$ cat src/rtl/ws2812_pkg.sv
`default_nettype none
// ============================================================================
// Module   : ws2812_pkg
// Purpose  : Shared types, default timing constants and the channel scaling
//            helper used by the WS2812 frame sequencer.
// Contents : seq_state_t - frame sequencer state encoding
//            grb_t       - one pixel word, GRB order
//            scale8()    - (channel * (brightness + 1)) >> 8
// Revision : 1.0 - initial release
// ============================================================================
package ws2812_pkg;

    typedef enum logic [2:0] {
        ST_IDLE       = 3'd0,
        ST_FETCH      = 3'd1,
        ST_SEND       = 3'd2,
        ST_DRAIN      = 3'd3,
        ST_LATCH      = 3'd4,
        ST_WAIT_FRAME = 3'd5
    } seq_state_t;

    typedef struct packed {
        logic [7:0] g;
        logic [7:0] r;
        logic [7:0] b;
    } grb_t;

    // 20 ms frame period and 60 us latch gap at a 50 MHz clock
    localparam int C_DEF_NUM_LEDS         = 8;
    localparam int C_DEF_CYCLES_PER_FRAME = 1_000_000;
    localparam int C_DEF_LATCH_CYCLES     = 3000;

    // brightness+1 makes 255 an exact pass-through and 0 give 0
    function automatic logic [7:0] scale8(input logic [7:0] channel,
                                          input logic [7:0] brightness);
        logic [15:0] prod;
        prod = 16'(channel) * (16'(brightness) + 16'd1);
        return prod[15:8];
    endfunction

endpackage
`default_nettype wire

$ cat src/rtl/ws2812_frame_timer.sv
`default_nettype none
// ============================================================================
// Module   : ws2812_frame_timer
// Purpose  : Frame period counter. Counts 0..CYCLES_PER_FRAME-1 while run is
//            high and is held at 0 while run is low. The wrap event is the
//            cycle in which the count equals 0.
// Ports    : clk   - system clock
//            reset - synchronous, active-high reset
//            run   - count enable; low forces the count back to 0
//            wrap  - high whenever the count is 0
// Revision : 1.0 - initial release
// ============================================================================
module ws2812_frame_timer
    import ws2812_pkg::*;
#(
    parameter int CYCLES_PER_FRAME = C_DEF_CYCLES_PER_FRAME
) (
    input  logic clk,
    input  logic reset,
    input  logic run,
    output logic wrap
);

    localparam int C_CNT_W = (CYCLES_PER_FRAME > 1) ? $clog2(CYCLES_PER_FRAME) : 1;
    localparam logic [C_CNT_W-1:0] C_LAST = C_CNT_W'(CYCLES_PER_FRAME - 1);

    logic [C_CNT_W-1:0] r_count;

    always_ff @(posedge clk) begin
        if (reset || !run) begin
            r_count <= '0;
        end else if (r_count == C_LAST) begin
            r_count <= '0;
        end else begin
            r_count <= r_count + C_CNT_W'(1);
        end
    end

    assign wrap = (r_count == '0);

endmodule
`default_nettype wire

$ cat src/rtl/ws2812_frame_sequencer.sv
`default_nettype none
// ============================================================================
// Module   : ws2812_frame_sequencer
// Purpose  : Frame-level WS2812 controller. Once per frame period it fetches
//            NUM_LEDS colour words from the upstream source, hands each to
//            the bit-level driver, waits for the driver to drain, enforces
//            the latch gap and counts completed frames.
// Ports    : clk, reset            - clock, synchronous active-high reset
//            enable                - run frames while high
//            brightness            - (WS2812_BRIGHTNESS_EN only) global level
//            frame_tick            - one-cycle pulse at each frame start
//            pix_req/pix_idx       - pixel request and index to the source
//            pix_valid/pix_color   - source response, GRB colour
//            drv_valid/drv_data    - word offered to the driver
//            drv_ready/drv_idle    - driver accept / driver line idle
//            busy                  - frame in progress
//            overrun               - sticky, period expired mid-frame
//            frame_count           - completed frames (wraps)
// Config   : WS2812_BRIGHTNESS_EN  - adds the brightness port and scales each
//            captured channel by (brightness+1)/256.
// Revision : 1.0 - initial release
// ============================================================================
module ws2812_frame_sequencer
    import ws2812_pkg::*;
#(
    parameter int NUM_LEDS         = C_DEF_NUM_LEDS,
    parameter int CYCLES_PER_FRAME = C_DEF_CYCLES_PER_FRAME,
    parameter int LATCH_CYCLES     = C_DEF_LATCH_CYCLES
) (
    input  logic        clk,
    input  logic        reset,
    input  logic        enable,
`ifdef WS2812_BRIGHTNESS_EN
    input  logic [7:0]  brightness,
`endif
    output logic        frame_tick,
    output logic        pix_req,
    output logic [((NUM_LEDS > 1) ? $clog2(NUM_LEDS) : 1)-1:0] pix_idx,
    input  logic        pix_valid,
    input  logic [23:0] pix_color,
    output logic        drv_valid,
    output logic [23:0] drv_data,
    input  logic        drv_ready,
    input  logic        drv_idle,
    output logic        busy,
    output logic        overrun,
    output logic [15:0] frame_count
);

    localparam int C_IDX_W = (NUM_LEDS > 1) ? $clog2(NUM_LEDS) : 1;
    localparam int C_LAT_W = (LATCH_CYCLES > 1) ? $clog2(LATCH_CYCLES) : 1;
    localparam logic [C_IDX_W-1:0] C_LAST_IDX   = C_IDX_W'(NUM_LEDS - 1);
    localparam logic [C_LAT_W-1:0] C_LATCH_LAST = C_LAT_W'(LATCH_CYCLES - 1);

    seq_state_t         r_state;
    seq_state_t         w_next_state;
    logic [C_IDX_W-1:0] r_pix_idx;
    grb_t               r_drv_word;
    grb_t               w_scaled;
    logic [C_LAT_W-1:0] r_latch_cnt;
    logic               r_overrun;
    logic [15:0]        r_frame_count;

    logic w_wrap;
    logic w_run;
    logic w_tick;
    logic w_capture;
    logic w_advance;
    logic w_latch_done;
    logic w_overrun_set;

    // The period keeps running through a frame even after enable drops so the
    // frame can finish and the return to IDLE lands on a wrap.
    assign w_run = enable || (r_state != ST_IDLE);

    ws2812_frame_timer #(
        .CYCLES_PER_FRAME (CYCLES_PER_FRAME)
    ) u_frame_timer (
        .clk   (clk),
        .reset (reset),
        .run   (w_run),
        .wrap  (w_wrap)
    );

`ifdef WS2812_BRIGHTNESS_EN
    logic [7:0] r_brightness;
    grb_t       w_pix;

    assign w_pix    = pix_color;
    assign w_scaled = '{g: scale8(w_pix.g, r_brightness),
                        r: scale8(w_pix.r, r_brightness),
                        b: scale8(w_pix.b, r_brightness)};

    // Latched at the frame tick so one frame never mixes two levels
    always_ff @(posedge clk) begin
        if (reset) begin
            r_brightness <= '0;
        end else if (w_tick) begin
            r_brightness <= brightness;
        end
    end
`else
    assign w_scaled = pix_color;
`endif

    always_ff @(posedge clk) begin
        if (reset) begin
            r_state <= ST_IDLE;
        end else begin
            r_state <= w_next_state;
        end
    end

    always_comb begin
        w_next_state  = r_state;
        w_tick        = 1'b0;
        w_capture     = 1'b0;
        w_advance     = 1'b0;
        w_latch_done  = 1'b0;
        w_overrun_set = 1'b0;
        case (r_state)
            ST_IDLE: begin
                if (w_wrap && enable) begin
                    w_tick       = 1'b1;
                    w_next_state = ST_FETCH;
                end
            end
            ST_FETCH: begin
                w_overrun_set = w_wrap;
                if (pix_valid) begin
                    w_capture    = 1'b1;
                    w_next_state = ST_SEND;
                end
            end
            ST_SEND: begin
                w_overrun_set = w_wrap;
                if (drv_ready) begin
                    if (r_pix_idx < C_LAST_IDX) begin
                        w_advance    = 1'b1;
                        w_next_state = ST_FETCH;
                    end else begin
                        w_next_state = ST_DRAIN;
                    end
                end
            end
            ST_DRAIN: begin
                w_overrun_set = w_wrap;
                if (drv_idle) begin
                    w_next_state = ST_LATCH;
                end
            end
            ST_LATCH: begin
                w_overrun_set = w_wrap;
                if (r_latch_cnt == C_LATCH_LAST) begin
                    w_latch_done = 1'b1;
                    w_next_state = ST_WAIT_FRAME;
                end
            end
            ST_WAIT_FRAME: begin
                if (w_wrap) begin
                    if (enable) begin
                        w_tick       = 1'b1;
                        w_next_state = ST_FETCH;
                    end else begin
                        w_next_state = ST_IDLE;
                    end
                end
            end
            default: begin
                w_next_state = ST_IDLE;
            end
        endcase
    end

    always_ff @(posedge clk) begin
        if (reset) begin
            r_pix_idx     <= '0;
            r_drv_word    <= '0;
            r_latch_cnt   <= '0;
            r_overrun     <= 1'b0;
            r_frame_count <= '0;
        end else begin
            if (w_tick) begin
                r_pix_idx <= '0;
            end else if (w_advance) begin
                r_pix_idx <= r_pix_idx + C_IDX_W'(1);
            end
            if (w_capture) begin
                r_drv_word <= w_scaled;
            end
            if (r_state == ST_LATCH && !w_latch_done) begin
                r_latch_cnt <= r_latch_cnt + C_LAT_W'(1);
            end else begin
                r_latch_cnt <= '0;
            end
            if (w_latch_done) begin
                r_frame_count <= r_frame_count + 16'd1;
            end
            if (w_overrun_set) begin
                r_overrun <= 1'b1;
            end
        end
    end

    // The tick is decoded combinationally from IDLE/WAIT_FRAME, both of which
    // are the reset state's neighbours, so it is masked while reset is high.
    assign frame_tick  = w_tick && !reset;
    assign pix_req     = (r_state == ST_FETCH);
    assign drv_valid   = (r_state == ST_SEND);
    assign busy        = (r_state != ST_IDLE) && (r_state != ST_WAIT_FRAME);
    assign pix_idx     = r_pix_idx;
    assign drv_data    = r_drv_word;
    assign overrun     = r_overrun;
    assign frame_count = r_frame_count;

endmodule
`default_nettype wire

$ cat config.mk
export PLATFORM = sky130hd
export DESIGN_NAME = ws2812_frame_sequencer
export DESIGN_NICKNAME = d
export VERILOG_FILES = /design/src/rtl/ws2812_pkg.sv /design/src/rtl/ws2812_frame_timer.sv /design/src/rtl/ws2812_frame_sequencer.sv
export SDC_FILE = /design/constraint.sdc
export NUM_CORES = 1
export LEC_CHECK = 0
export ABC_CLOCK_PERIOD_IN_PS = 2130
export BUFFER_PORTS_ARGS = -buffer_cell sky130_fd_sc_hd__buf_2
export CORE_ASPECT_RATIO = 0.5
export CORE_UTILIZATION = 49
export DETAILED_ROUTE_END_ITERATION = 10
export PLACE_DENSITY = 0.76
export REMOVE_ABC_BUFFERS = 1
export SLEW_MARGIN = 30
export SYNTH_ARGS = -nofsm -noshare
export SYNTH_HDL_FRONTEND = slang
export SYNTH_HIERARCHICAL = 1
export SYNTH_SLANG_ARGS = --single-unit
$ cat constraint.sdc
create_clock -name clk -period 2.13 [get_ports clk]
set_input_delay 0.639 -clock clk [delete_from_list [all_inputs] [get_ports clk]]
set_output_delay 0.639 -clock clk [all_outputs]
set_load 0.02 [all_outputs]
; ---- Yosys cells after proc, flatten, opt, wreduce, memory -nomap -nowiden
; Cells that the tools add are included.
[word_totals]
regBits = 79
in_bits = 30
[op_classes]
n_addsub = 4
magnitude_cmp = 1
eq_ne = 14
mux = 21
bitwise = 1
n_reduce_logical = 17
[op_table]
columns = operator, count
row1 = $add 20x1->20 const B, 1
row2 = $eq 20x20->1 const B, 1
row3 = $logic_not 20->1, 1
row4 = $mux 3, 6
row5 = $pmux 3 s6, 1
row6 = $add 16x1->16 const B, 1
row7 = $add 12x1->12 const B, 1
row8 = $eq 12x12->1 const B, 1
row9 = $mux 1, 12
row10 = $ne 2x2->1 const B, 4
row11 = $eq 3x2->1 const B, 2
row12 = $eq 3x3->1 const B, 2
row13 = $reduce_and 6->1, 1
row14 = $reduce_or 2->1, 3
row15 = $logic_and 1x1->1, 4
row16 = $ne 2x1->1 const B, 2
row17 = $reduce_or 4->1, 1
row18 = $add 3x1->3 const B, 1
row19 = $eq 3x1->1 const B, 1
row20 = $logic_not 1->1, 3
row21 = $logic_not 3->1, 1
row22 = $lt 3x3->1 const B, 1
row23 = $ne 3x3->1 const B, 1
row24 = $reduce_bool 3->1, 1
row25 = other kinds (4), 5

; ---- Depth between registers and ports, before layout
[logic_depth]
depth_word = 7
depth_mapped = 8

; ---- Hierarchy
; The synthesis kept the hierarchy.
[by_module_without_submodules]
columns = module, instances, cells_per_inst, area_per_inst_um2, seq_area_each_um2
row1 = ws2812_frame_sequencer, 1, 311, 2553.7, 1181.1
row2 = ws2812_frame_timer, 1, 113, 947.2, 400.4

; ---- Worst setup path after synthesis
; Ideal clock, no wire load.
[synth_path]
kind = reg-to-output
startpoint = register u_frame_timer.r_count[13]
endpoint = output port frame_tick
arrival_ns = 1.825
required_ns = 1.491
slack_ns = -0.334
path_stages_with_launch = 6
n_path_buf = 0
path_cell_list = dfxtp_1 nor4_1 nand4_1 nor4b_1 nand2_1 nor3_1
[synth_between]
elab_chain_len = 5
word_cells_on_any_way = 6
classes_between = mux (3) / reduce/logical (3)
[synth_rtl]
columns = element, line
row1 = from (decl), ws2812_frame_timer.sv:27  ; logic [C_CNT_W-1:0] r_count;
row2 = from (signal assigned), ws2812_frame_timer.sv:35  ; r_count <= r_count + C_CNT_W'(1);
row3 = $logic_not 20->1 (*), ws2812_frame_timer.sv:39  ; assign wrap = (r_count == '0);
row4 = via w_wrap, ws2812_frame_sequencer.sv:64  ; logic w_wrap;
row5 = $logic_and 1x1->1, ws2812_frame_sequencer.sv:123  ; if (w_wrap && enable) begin
row6 = $mux 1, ws2812_frame_sequencer.sv:123
row7 = $pmux 1 s2 (*), ws2812_frame_sequencer.sv:121  ; case (r_state)
row8 = $logic_and 1x1->1 (*), ws2812_frame_sequencer.sv:207  ; assign frame_tick = w_tick && !reset;
row9 = to (decl), ws2812_frame_sequencer.sv:36  ; output logic frame_tick,
; The timed path passes the listed nets; every way through them passes the cells marked *.

; ---- Worst setup path after layout
[layout_path]
startpoint = register u_frame_timer.r_count[12]
endpoint = output port frame_tick
; Same word-level chain as after synthesis.

==> impl_metrics.json <==
{
  "tightestPinTransition_ns": 0.5588,
  "worstPathRequired_ns": 1.49,
  "netlist_instances": 424,
  "comb_power_share": 0.252,
  "synth_flop_cell": "dfxtp_1",
  "tns_ns": -0.6498,
  "switching_share": 0.3192,
  "antenna_found_initial": 0,
  "path_class": "reg2out",
  "rsz0062_at_grt": "yes",
  "period_minus_slack_ns": 2.645,
  "drt_iter0_markers": 221,
  "cts_buffers": 9,
  "fin_ws_ns": -0.5148,
  "fmax_ghz": 0.3781,
  "ff_latch_area_um2": 1590,
  "yosysWarnings": 6,
  "internal_power_uw": 2830,
  "pre_cts_ws_ns": -0.2626,
  "power_leakage_uw": 0.002007,
  "grt_max_degree": 47,
  "initial_core_util": 0.5144,
  "whs_ns": 0.4501,
  "clk_pin_slew_ns": 0.06,
  "place_hpwl_mm": 5.454,
  "synthDistinctLibCells": 44,
  "slowest_stage": "dfxtp_2",
  "cp-start-kind": "flip-flop",
  "synth_area_um2": 3501,
  "cap_violations": 0,
  "max_stage_delay_ns": 0.34,
  "antenna_cells": 0,
  "seq_power_share": 0.400,
  "critPathMaxFanout": 2,
  "gp_congestion": 0.7808,
  "status": "finished with violations",
  "rows": 21,
  "post_drt_via_cell_ratio": 5.301,
  "final_antenna_net_count": 0,
  "endpoint_kind": "output pin",
  "p_sw_uw": 1327,
  "crit_arrival_ns": 2.01,
  "grt.overflow.total": 0,
  "p_per_area_nw_per_um2": 849.1,
  "crit_top_cell": "buf_4",
  "multi_input_area_um2": 1966,
  "insertion_delay_ns": 0.34,
  "die-width_um": 121.5,
  "fin_total_pwr_uw": 4157,
  "final_max_slew_viol_count": 0,
  "setup_violations": 4,
  "ys_seq_elements": 79,
  "ys_seq_area_frac": 0.4518,
  "async_flop_share": 0,
  "synth_edf_count": 0,
  "coreArea_um2": 6805,
  "io_buffers": 77,
  "firstDrtPassIters": 4,
  "detail_route.wl_per_cell_um": 13.97,
  "syn_area_per_cell_um2": 8.257,
  "hp-class": "reg2reg",
  "drive_above_1_share": 0.3424,
  "crit_chain": "nor4_4, buf_4, nand4_1, nor4b_2, buf_4, nand2_2, nor3_2, buf_4",
  "nFillCells": 506,
  "routed_wirelength_mm": 8.994,
  "die-area_um2": 7507,
  "slew_headroom": 0.6266,
  "cts_tree": "done",
  "clockBufferDepth": 2,
  "cts_root_buf": "clkbuf_16",
  "final_nets": 582,
  "clkPwrFrac": 0.348,
  "clock_skew_ns": 0.007450,
  "io_pins": 78,
  "via_count": 3414,
  "hold_viol": 0,
  "peakVddDrop_uv": 520.8,
  "grt_pass1_vias": 2969,
  "grt_usage": 0.2278,
  "die-height_um": 61.77,
  "grt_pass1_wl_mm": 13.17,
  "drc": 0,
  "area_growth_pct": 39.85,
  "fin_crit_sh": 1.242,
  "violations": "setup timing",
  "cts.sinks": 79,
  "htree_levels": 3
}
## cell type report
cell class | instances | share of cell area
clock buffers | 9 | 0.04600
flip-flops and latches | 79 | 0.3248
inverters | 17 | 0.01303
well taps | 92 | 0.02351
multi-input cells | 307 | 0.4015
repair buffers | 133 | 0.1799
clock inverters | 7 | 0.01124
## cell usage in the layout (no fill, tap or decap), types with 6 or more instances in the layout
master / netlist / final
clkbuf_16: 0 / 11
or4_1: 12 / 8
dfxtp_1: 79 / 72
buf_4: 0 / 49
nor3_1: 9 / 8
o31ai_1: 10 / 10
nor2_1: 40 / 40
inv_1: 17 / 17
nand2_1: 66 / 65
nand3_1: 21 / 21
xnor2_1: 18 / 18
buf_2: 3 / 75
or3_1: 8 / 6
dfxtp_2: 0 / 7
xor2_1: 6 / 6
nor4_4: 0 / 6
buf_6: 1 / 6
a21oi_1: 45 / 42
## critical path, delay by kind of cell, from the launching register on
family	cells	cell delay (ns)
flip-flops	1	0.34
buffers and inverters	3	0.48
AND/OR/NAND/NOR	5	0.84
## synth_stat cells, types with 2 or more instances
cell | count | area (µm²)
xor2_1 | 6 | 52.55
nand3_1 | 21 | 105.1
xnor2_1 | 18 | 157.7
clkbuf_1 | 17 | 63.81
a41oi_1 | 2 | 17.52
nor3_1 | 9 | 45.04
or2_2 | 2 | 12.51
o21ai_1 | 3 | 15.01
nor2_1 | 40 | 150.1
a21oi_1 | 45 | 225.2
nand4_1 | 5 | 31.28
nand2_1 | 66 | 247.7
and2_1 | 2 | 12.51
nor4b_1 | 2 | 17.52
or3_1 | 8 | 50.05
and3_1 | 3 | 18.77
dfxtp_1 | 79 | 1582
nor4_1 | 11 | 68.82
ha_1 | 5 | 62.56
nand3b_1 | 2 | 15.01
nor3b_1 | 2 | 15.01
inv_1 | 17 | 63.81
or4_1 | 12 | 90.09
o21ai_0 | 4 | 20.02
mux2i_1 | 3 | 30.03
buf_2 | 3 | 15.01
o31ai_1 | 10 | 75.07
mux2_2 | 5 | 56.30
nor2b_1 | 6 | 37.54
a311oi_1 | 2 | 17.52
## per-stage QoR
| stage | instance area [µm²] | cells | utilization |
|---|---|---|---|
| 2_1_floorplan | 3411 | 403 | - |
| 3_3_place_gp | 4264 | 619 | 0.6266 |
| 3_5_place_dp | 4264 | 619 | 0.6266 |
| 4_1_cts | 4613 | 636 | 0.6779 |
| 5_1_grt | 4896 | 644 | 0.7194 |
| 6_report | 4896 | 644 | 0.7194 |
## power by group through the flow
stage               Combinational (µW)  Sequential [µW]  Clock, µW
finish                            1050             1660       1450
detailed placement                 914             1680          0
global placement                   899             1680          0
CTS                                980             1660       1470
floorplan                          419             1810          0
global route                      1130             1680       1540
## flip-flops by register name (all words and copies together) (netlist names)
register,count
drv_data,24
u_frame_timer/r_count,20
frame_count,16
r_latch_cnt,12
pix_idx,3
r_state,3
overrun,1
## cells by family (layout without fill, tap and decap cells)
| group | Yosys count | after routing | share of synthesized area |
|---|---|---|---|
| AND/OR/NAND/NOR | 198 | 198 | 0.2802 |
| flip-flops | 79 | 79 | 0.4518 |
| buffers and inverters | 38 | 166 | 0.04396 |
| AO/OA/AOI/OAI | 72 | 72 | 0.1215 |
| XOR/XNOR | 24 | 24 | 0.06004 |
| adder cells (fa/ha/maj) | 5 | 5 | 0.01787 |
| multiplexers | 8 | 8 | 0.02466 |
## worst paths after layout
| path | cells past startpoint | slack [ns] | startpoint | end |
|---|---|---|---|---|
| setup reg to reg | 10 | -0.12 | u_frame_timer/r_count[12] | r_state[1] |
| hold reg to reg | 2 | 0.45 | drv_data[9] | drv_data[9] |
| setup / recovery | 8 | -0.51 | u_frame_timer/r_count[12] | frame_tick |
| hold / removal | 2 | 0.45 | drv_data[9] | drv_data[9] |
## per-layer routing
metal	track usage	share of wire
met1	0.2803	0.47
met2	0.3945	0.47
met5	0	0
met3	0.06752	0.044
met4	0.07584	0.0097
## timing repair
action	CTS	global route
gates cloned	0	3
setup endpoints to repair	9	22
pin swaps	9	15
endpoints found under the hold margin	0	0
hold buffers	0	0
resized for setup	17	38
buffers inserted	2	5
Note: power is estimated with default switching activity, not from simulation.
